==> config.mk <==
export PLATFORM = sky130hd
export DESIGN_NAME = counter_mod_flat
export DESIGN_NICKNAME = d
export VERILOG_FILES = /design/src/rtl/counter_mod_if.sv /design/src/rtl/counter_mod.sv /design/src/flat_wrapper.sv
export SDC_FILE = /design/constraint.sdc
export NUM_CORES = 1
export LEC_CHECK = 0
export BUFFER_PORTS_ARGS = -buffer_cell sky130_fd_sc_hd__buf_2
export CELL_PAD_IN_SITES_DETAIL_PLACEMENT = 0
export CELL_PAD_IN_SITES_GLOBAL_PLACEMENT = 2
export CORE_UTILIZATION = 31
export DETAILED_ROUTE_END_ITERATION = 7
export HOLD_SLACK_MARGIN = 0.15
export PLACE_DENSITY = 0.79
export SLEW_MARGIN = 20
export SYNTH_ARGS = -nofsm -noshare
export SYNTH_HDL_FRONTEND = slang
export SYNTH_SLANG_ARGS = --single-unit
export TNS_END_PERCENT = 30
==> constraint.sdc <==
create_clock -name i_clk -period 4.3 [get_ports i_clk]
set_input_delay 0.43 -clock i_clk [delete_from_list [all_inputs] [get_ports i_clk]]
set_output_delay 0.43 -clock i_clk [all_outputs]
set_load 0.005 [all_outputs]
==> src/rtl/counter_mod_if.sv <==
// counter_mod_if
//   Control/status bundle for counter_mod.
//   master : drives enable, up_down, clear, load, load_value, ovf_clr
//            and observes count, at_max, at_min, tc, ovf.
//   slave  : the counter side of the same signals.
interface counter_mod_if #(
   parameter int WIDTH = 8
);
   logic             enable;
   logic             up_down;
   logic             clear;
   logic             load;
   logic [WIDTH-1:0] load_value;
   logic             ovf_clr;
   logic [WIDTH-1:0] count;
   logic             at_max;
   logic             at_min;
   logic             tc;
   logic             ovf;

   modport master (
      output enable, up_down, clear, load, load_value, ovf_clr,
      input  count, at_max, at_min, tc, ovf
   );

   modport slave (
      input  enable, up_down, clear, load, load_value, ovf_clr,
      output count, at_max, at_min, tc, ovf
   );
endinterface

==> src/rtl/counter_mod.sv <==
// counter_mod
//   Parametrised up/down modulo counter with prescaler, synchronous
//   clear/load, wrap or saturate at the range ends, a registered
//   terminal-count pulse and a sticky overflow flag.
// Ports
//   i_clk   : clock, rising edge
//   i_reset : asynchronous active-low reset
//   bus     : counter_mod_if.slave
//             in  enable, up_down, clear, load, load_value, ovf_clr
//             out count (reg), at_max/at_min (comb), tc (reg pulse), ovf (sticky)
module counter_mod #(
   parameter int WIDTH       = 8,
   parameter int MODULUS     = 256,
   parameter bit SATURATE    = 1'b0,
   parameter int PRESCALE    = 1,
   parameter int RESET_VALUE = 0
) (
   input  logic           i_clk,
   input  logic           i_reset,
   counter_mod_if.slave   bus
);
   localparam int             PW      = (PRESCALE > 1) ? $clog2(PRESCALE) : 1;
   localparam logic [PW-1:0]  PS_LAST = PW'(PRESCALE - 1);
   localparam logic [WIDTH-1:0] MAXV  = WIDTH'(MODULUS - 1);
   localparam logic [WIDTH-1:0] RV    = WIDTH'(RESET_VALUE);
   // One extra bit so MODULUS == 2**WIDTH is representable.
   localparam logic [WIDTH:0] MOD_W   = (WIDTH+1)'(MODULUS);

   logic [WIDTH-1:0] r_count;
   logic [PW-1:0]    r_pre;
   logic             r_tc;
   logic             r_ovf;

   logic             w_at_max;
   logic             w_at_min;
   logic             w_step;
   logic             w_bnd;
   logic [WIDTH-1:0] w_next;
   logic [WIDTH-1:0] w_load;

   assign w_at_max = (r_count == MAXV);
   assign w_at_min = (r_count == '0);

   // A step only exists when neither clear nor load wins the cycle.
   assign w_step = bus.enable & (r_pre == PS_LAST) & ~bus.clear & ~bus.load;
   assign w_bnd  = w_step & (bus.up_down ? w_at_max : w_at_min);

   // Range ends are tested explicitly, so no arithmetic ever leaves
   // 0..MODULUS-1 and a full-width modulus wraps the same way.
   always_comb begin
      w_next = r_count;
      if (bus.up_down) begin
         if (w_at_max) w_next = SATURATE ? MAXV : '0;
         else          w_next = r_count + 1'b1;
      end else begin
         if (w_at_min) w_next = SATURATE ? '0 : MAXV;
         else          w_next = r_count - 1'b1;
      end
   end

   assign w_load = ({1'b0, bus.load_value} >= MOD_W) ? MAXV : bus.load_value;

   always_ff @(posedge i_clk or negedge i_reset) begin
      if (!i_reset) begin
         r_count <= RV;
         r_pre   <= '0;
         r_tc    <= 1'b0;
         r_ovf   <= 1'b0;
      end else begin
         r_tc  <= w_bnd;
         // Setting beats both clear sources in the same cycle.
         r_ovf <= w_bnd | (r_ovf & ~bus.clear & ~bus.ovf_clr);
         if (bus.clear) begin
            r_count <= RV;
            r_pre   <= '0;
         end else if (bus.load) begin
            r_count <= w_load;
            r_pre   <= '0;
         end else if (bus.enable) begin
            // Prescaler holds when enable is low.
            r_pre <= w_step ? '0 : r_pre + 1'b1;
            if (w_step) r_count <= w_next;
         end
      end
   end

   assign bus.count  = r_count;
   assign bus.at_max = w_at_max;
   assign bus.at_min = w_at_min;
   assign bus.tc     = r_tc;
   assign bus.ovf    = r_ovf;
endmodule

==> src/flat_wrapper.sv <==
// flat-port wrapper written by rule: the top's interface ports become plain ports
module counter_mod_flat 
#(
   parameter int WIDTH       = 8,
   parameter int MODULUS     = 256,
   parameter bit SATURATE    = 1'b0,
   parameter int PRESCALE    = 1,
   parameter int RESET_VALUE = 0
)
  (i_clk, i_reset, bus_enable, bus_up_down, bus_clear, bus_load, bus_load_value, bus_ovf_clr, bus_count, bus_at_max, bus_at_min, bus_tc, bus_ovf);
  counter_mod_if #(.WIDTH(WIDTH)) bus_i ();
  input  logic i_clk;
  input  logic i_reset;
  input wire logic [$bits(bus_i.enable)-1:0] bus_enable;
  input wire logic [$bits(bus_i.up_down)-1:0] bus_up_down;
  input wire logic [$bits(bus_i.clear)-1:0] bus_clear;
  input wire logic [$bits(bus_i.load)-1:0] bus_load;
  input wire logic [$bits(bus_i.load_value)-1:0] bus_load_value;
  input wire logic [$bits(bus_i.ovf_clr)-1:0] bus_ovf_clr;
  output wire logic [$bits(bus_i.count)-1:0] bus_count;
  output wire logic [$bits(bus_i.at_max)-1:0] bus_at_max;
  output wire logic [$bits(bus_i.at_min)-1:0] bus_at_min;
  output wire logic [$bits(bus_i.tc)-1:0] bus_tc;
  output wire logic [$bits(bus_i.ovf)-1:0] bus_ovf;
  assign bus_i.enable = bus_enable;
  assign bus_i.up_down = bus_up_down;
  assign bus_i.clear = bus_clear;
  assign bus_i.load = bus_load;
  assign bus_i.load_value = bus_load_value;
  assign bus_i.ovf_clr = bus_ovf_clr;
  assign bus_count = bus_i.count;
  assign bus_at_max = bus_i.at_max;
  assign bus_at_min = bus_i.at_min;
  assign bus_tc = bus_i.tc;
  assign bus_ovf = bus_i.ovf;
  counter_mod #(.WIDTH(WIDTH), .MODULUS(MODULUS), .SATURATE(SATURATE), .PRESCALE(PRESCALE), .RESET_VALUE(RESET_VALUE)) u_core (.i_clk(i_clk), .i_reset(i_reset), .bus(bus_i));
endmodule
==> flow_metrics.tcl <==
set metrics [dict create \
    status "finished with violations" \
    violations "DRC" \
    startpoint_type "register" \
    grt_pass1_wl_mm 4.44 \
    antenna_found_initial 0 \
    wl_per_cell_um 15.7 \
    hold_viol 0 \
    whs_ps 335 \
    fin_tns_setup_ps 0 \
    synth_top_area_share_pct 28.3 \
    synthToLayoutAreaGrowth_pct 16.1 \
    start_util_pct 34.1 \
    io_pins 27 \
    cts_max_level 1 \
    cts_resized 0 \
    die_w_um 58 \
    placed_area_um2 1090 \
    cts_made_buffers 3 \
    arrival_ps 1910 \
    synth_fa_ha_area_share_pct 3.86 \
    relSlewSlack_pct 50.3 \
    rows 19 \
    synth_xor_area_share_pct 3.60 \
    route.detailed.drc 1 \
    maxSlewViolCount 0 \
    critical_path_class "register to primary output" \
    synth_compound_area_share_pct 28.8 \
    instances_no_fill 171 \
    fin_area_um2 1130 \
    place_hpwl_mm 1.96 \
    ys_seq_area_share_pct 28.3 \
    cts-root-buf "clkbuf_4" \
    rsz0062_at_grt "no" \
    fin_crit_ps 2340 \
    clock-skew-final_ps 0.477 \
    synthesis.nets 137 \
    die_area_um2 3360 \
    powerDensity_nw_per_um2 255 \
    power_leakage_nw 0.497 \
    synth_top_cell_by_area "dfrtp_1" \
    worst_pin_slew_ps 740 \
    antenna_cells 0 \
    timing.fmax_mhz 427 \
    grt-ovfl-total 0 \
    yosysWarnings 0 \
    nets 159 \
    detail-route-antenna-nets 0 \
    grt_pass1_vias 923 \
    cts_tree "yes" \
    vias_per_cell 5.93 \
    syn_area_per_cell_um2 8.17 \
    synthesis.area_um2 972 \
    ir_drop_uv 114 \
    grt_max_degree 20 \
    drv_cap 0 \
    ys.flop_type "dfrtp_1" \
    muxShareOfSynthArea_pct 0 \
    track_usage_pct 17.6 \
    finalSetupViolCount 0 \
    worst_hold_path_type "input pin to register" \
    io_buffers 26 \
    cts_buffer_depth 2 \
    drt_pass1_iterations 6 \
    synth_simple_gate_area_share_pct 27.7 \
    period_share_pct 54.5 \
    wl_met1_mm 1.24 \
    synthArstFlopShare_pct 100 \
    ys_ff_latch 11 \
    syn_inst 119 \
    clock-sinks 11 \
    cp.required_ps 3870 \
    drive_gt1_share_pct 25.0 \
    core_um2 2850 \
    fillers 299 \
    routed_wl_mm 2.68 \
    synth_edf_count 0 \
    drt_iter0_drc 35 \
    route.met3.wl_um 152 \
    routed.top_layer "met4" \
    wl_met2_mm 1.24 \
    path_clk_slew_ps 70 \
    gp_congestion 0.867 \
    crit_path_max_fanout 10 \
    die_y_um 58 \
    via_count 1014 \
    cp-end-kind "primary output" \
    synth_cell_type_count 45 \
    clock_latency_ps 260 \
    synthTopCellsByArea "dfrtp_1 (28%), ha_1 (3.9%), nor3b_1 (3.9%), o21a_1 (3.9%), a21oi_1 (3.1%)" \
    synth_top_family_by_area "compound AO/OA/AOI/OAI gates" \
    dp.cells 166 \
]
-- path summary, 6_finish.rpt --
check	end	startpoint	slack, ps	depth (start not counted)
max	bus_at_min	u_core.bus.count[0]	1960	5
min	u_core.r_pre	bus_enable	330	2
max reg2reg	u_core.bus.count[4]	u_core.bus.count[0]	2280	6
min reg2reg	u_core.r_pre	u_core.r_pre	560	1
max in group asynchronous	u_core.bus.count[3]	i_reset	3520	2
min in group asynchronous	u_core.bus.tc	i_reset	570	2
-- worst max-delay path, stage by stage (launching register included) --
cell	delay, ps
dfrtp_1	470
inv_1	170
ha_1	190
or3b_2	460
nor2_1	200
buf_2	150
-- cell usage in the layout (no fill, tap or decap), types with 3 or more instances in the layout --
master     n
clkbuf_4   3
a21oi_1    6
buf_2     26
nor2_1     7
o21a_1     5
nor3b_1    5
ha_1       3
nand2_1    6
nand2b_1   3
xor2_1     3
o22ai_1    3
nand3_1    6
nor3_1     6
inv_1      7
dfrtp_1   11
-- routing by layer --
layer  GRT usage [%]  vias to the layer above
li1                -                      488
met1            24.3                      486
met2            26.8                       36
met3            3.57                        4
met4            7.14                        0
met5               0                        -
-- where the power goes --
group	switching (mW)	total, mW	internal [mW]
clock	0.0353	0.0712	0.0359
sequential	0.0162	0.125	0.109
combinational	0.0485	0.0906	0.0421
total	0.100	0.287	0.187
-- logic make-up after synthesis --
| logic type | Yosys count |
|---|---|
| simple gates | 47 |
| buf+inv | 17 |
| fa+ha+maj | 3 |
| xor+xnor | 4 |
| compound gates | 37 |
| flops | 11 |
-- sequential cells by signal, indices dropped and copies added (netlist names) --
signal / count
u_core.bus.count: 8
u_core.bus.ovf: 1
u_core.r_pre: 1
u_core.bus.tc: 1
-- synth_stat cells, types with 5 or more instances --
library cell / instances
o21a_1: 5
nand2_1: 6
nor2_1: 7
nand3_1: 6
nor3b_1: 5
inv_1: 7
nor3_1: 6
a21oi_1: 6
clkbuf_1: 6
dfrtp_1: 11
-- per-stage QoR --
| stage | total power [mW] | setup WS, ps | util, % |
|---|---|---|---|
| 2_1_floorplan | 0.189 | 2440 | - |
| 3_3_place_gp | 0.219 | 2320 | 38.3 |
| 3_5_place_dp | 0.216 | 2270 | 38.3 |
| 4_1_cts | 0.290 | 1970 | 39.6 |
| 5_1_grt | 0.312 | 1800 | 39.6 |
| 6_report | 0.287 | 1960 | 39.6 |
-- area by class of cell --
cell class | count | area [µm²] | share of cell area [%]
Inverter | 7 | 26.3 | 2.33
Clock buffer | 4 | 26.3 | 2.33
Timing Repair Buffer | 27 | 140 | 12.4
Sequential cell | 11 | 275 | 24.4
Multi-Input combinational cell | 91 | 622 | 55.1
Tap cell | 31 | 38.8 | 3.44
-- what timing repair did --
item,CTS,global route
buffers inserted,0,0
setup endpoints to repair,0,0
hold buffers,1,0
hold endpoints to repair,11,0
(Power assumes the default switching activity.)
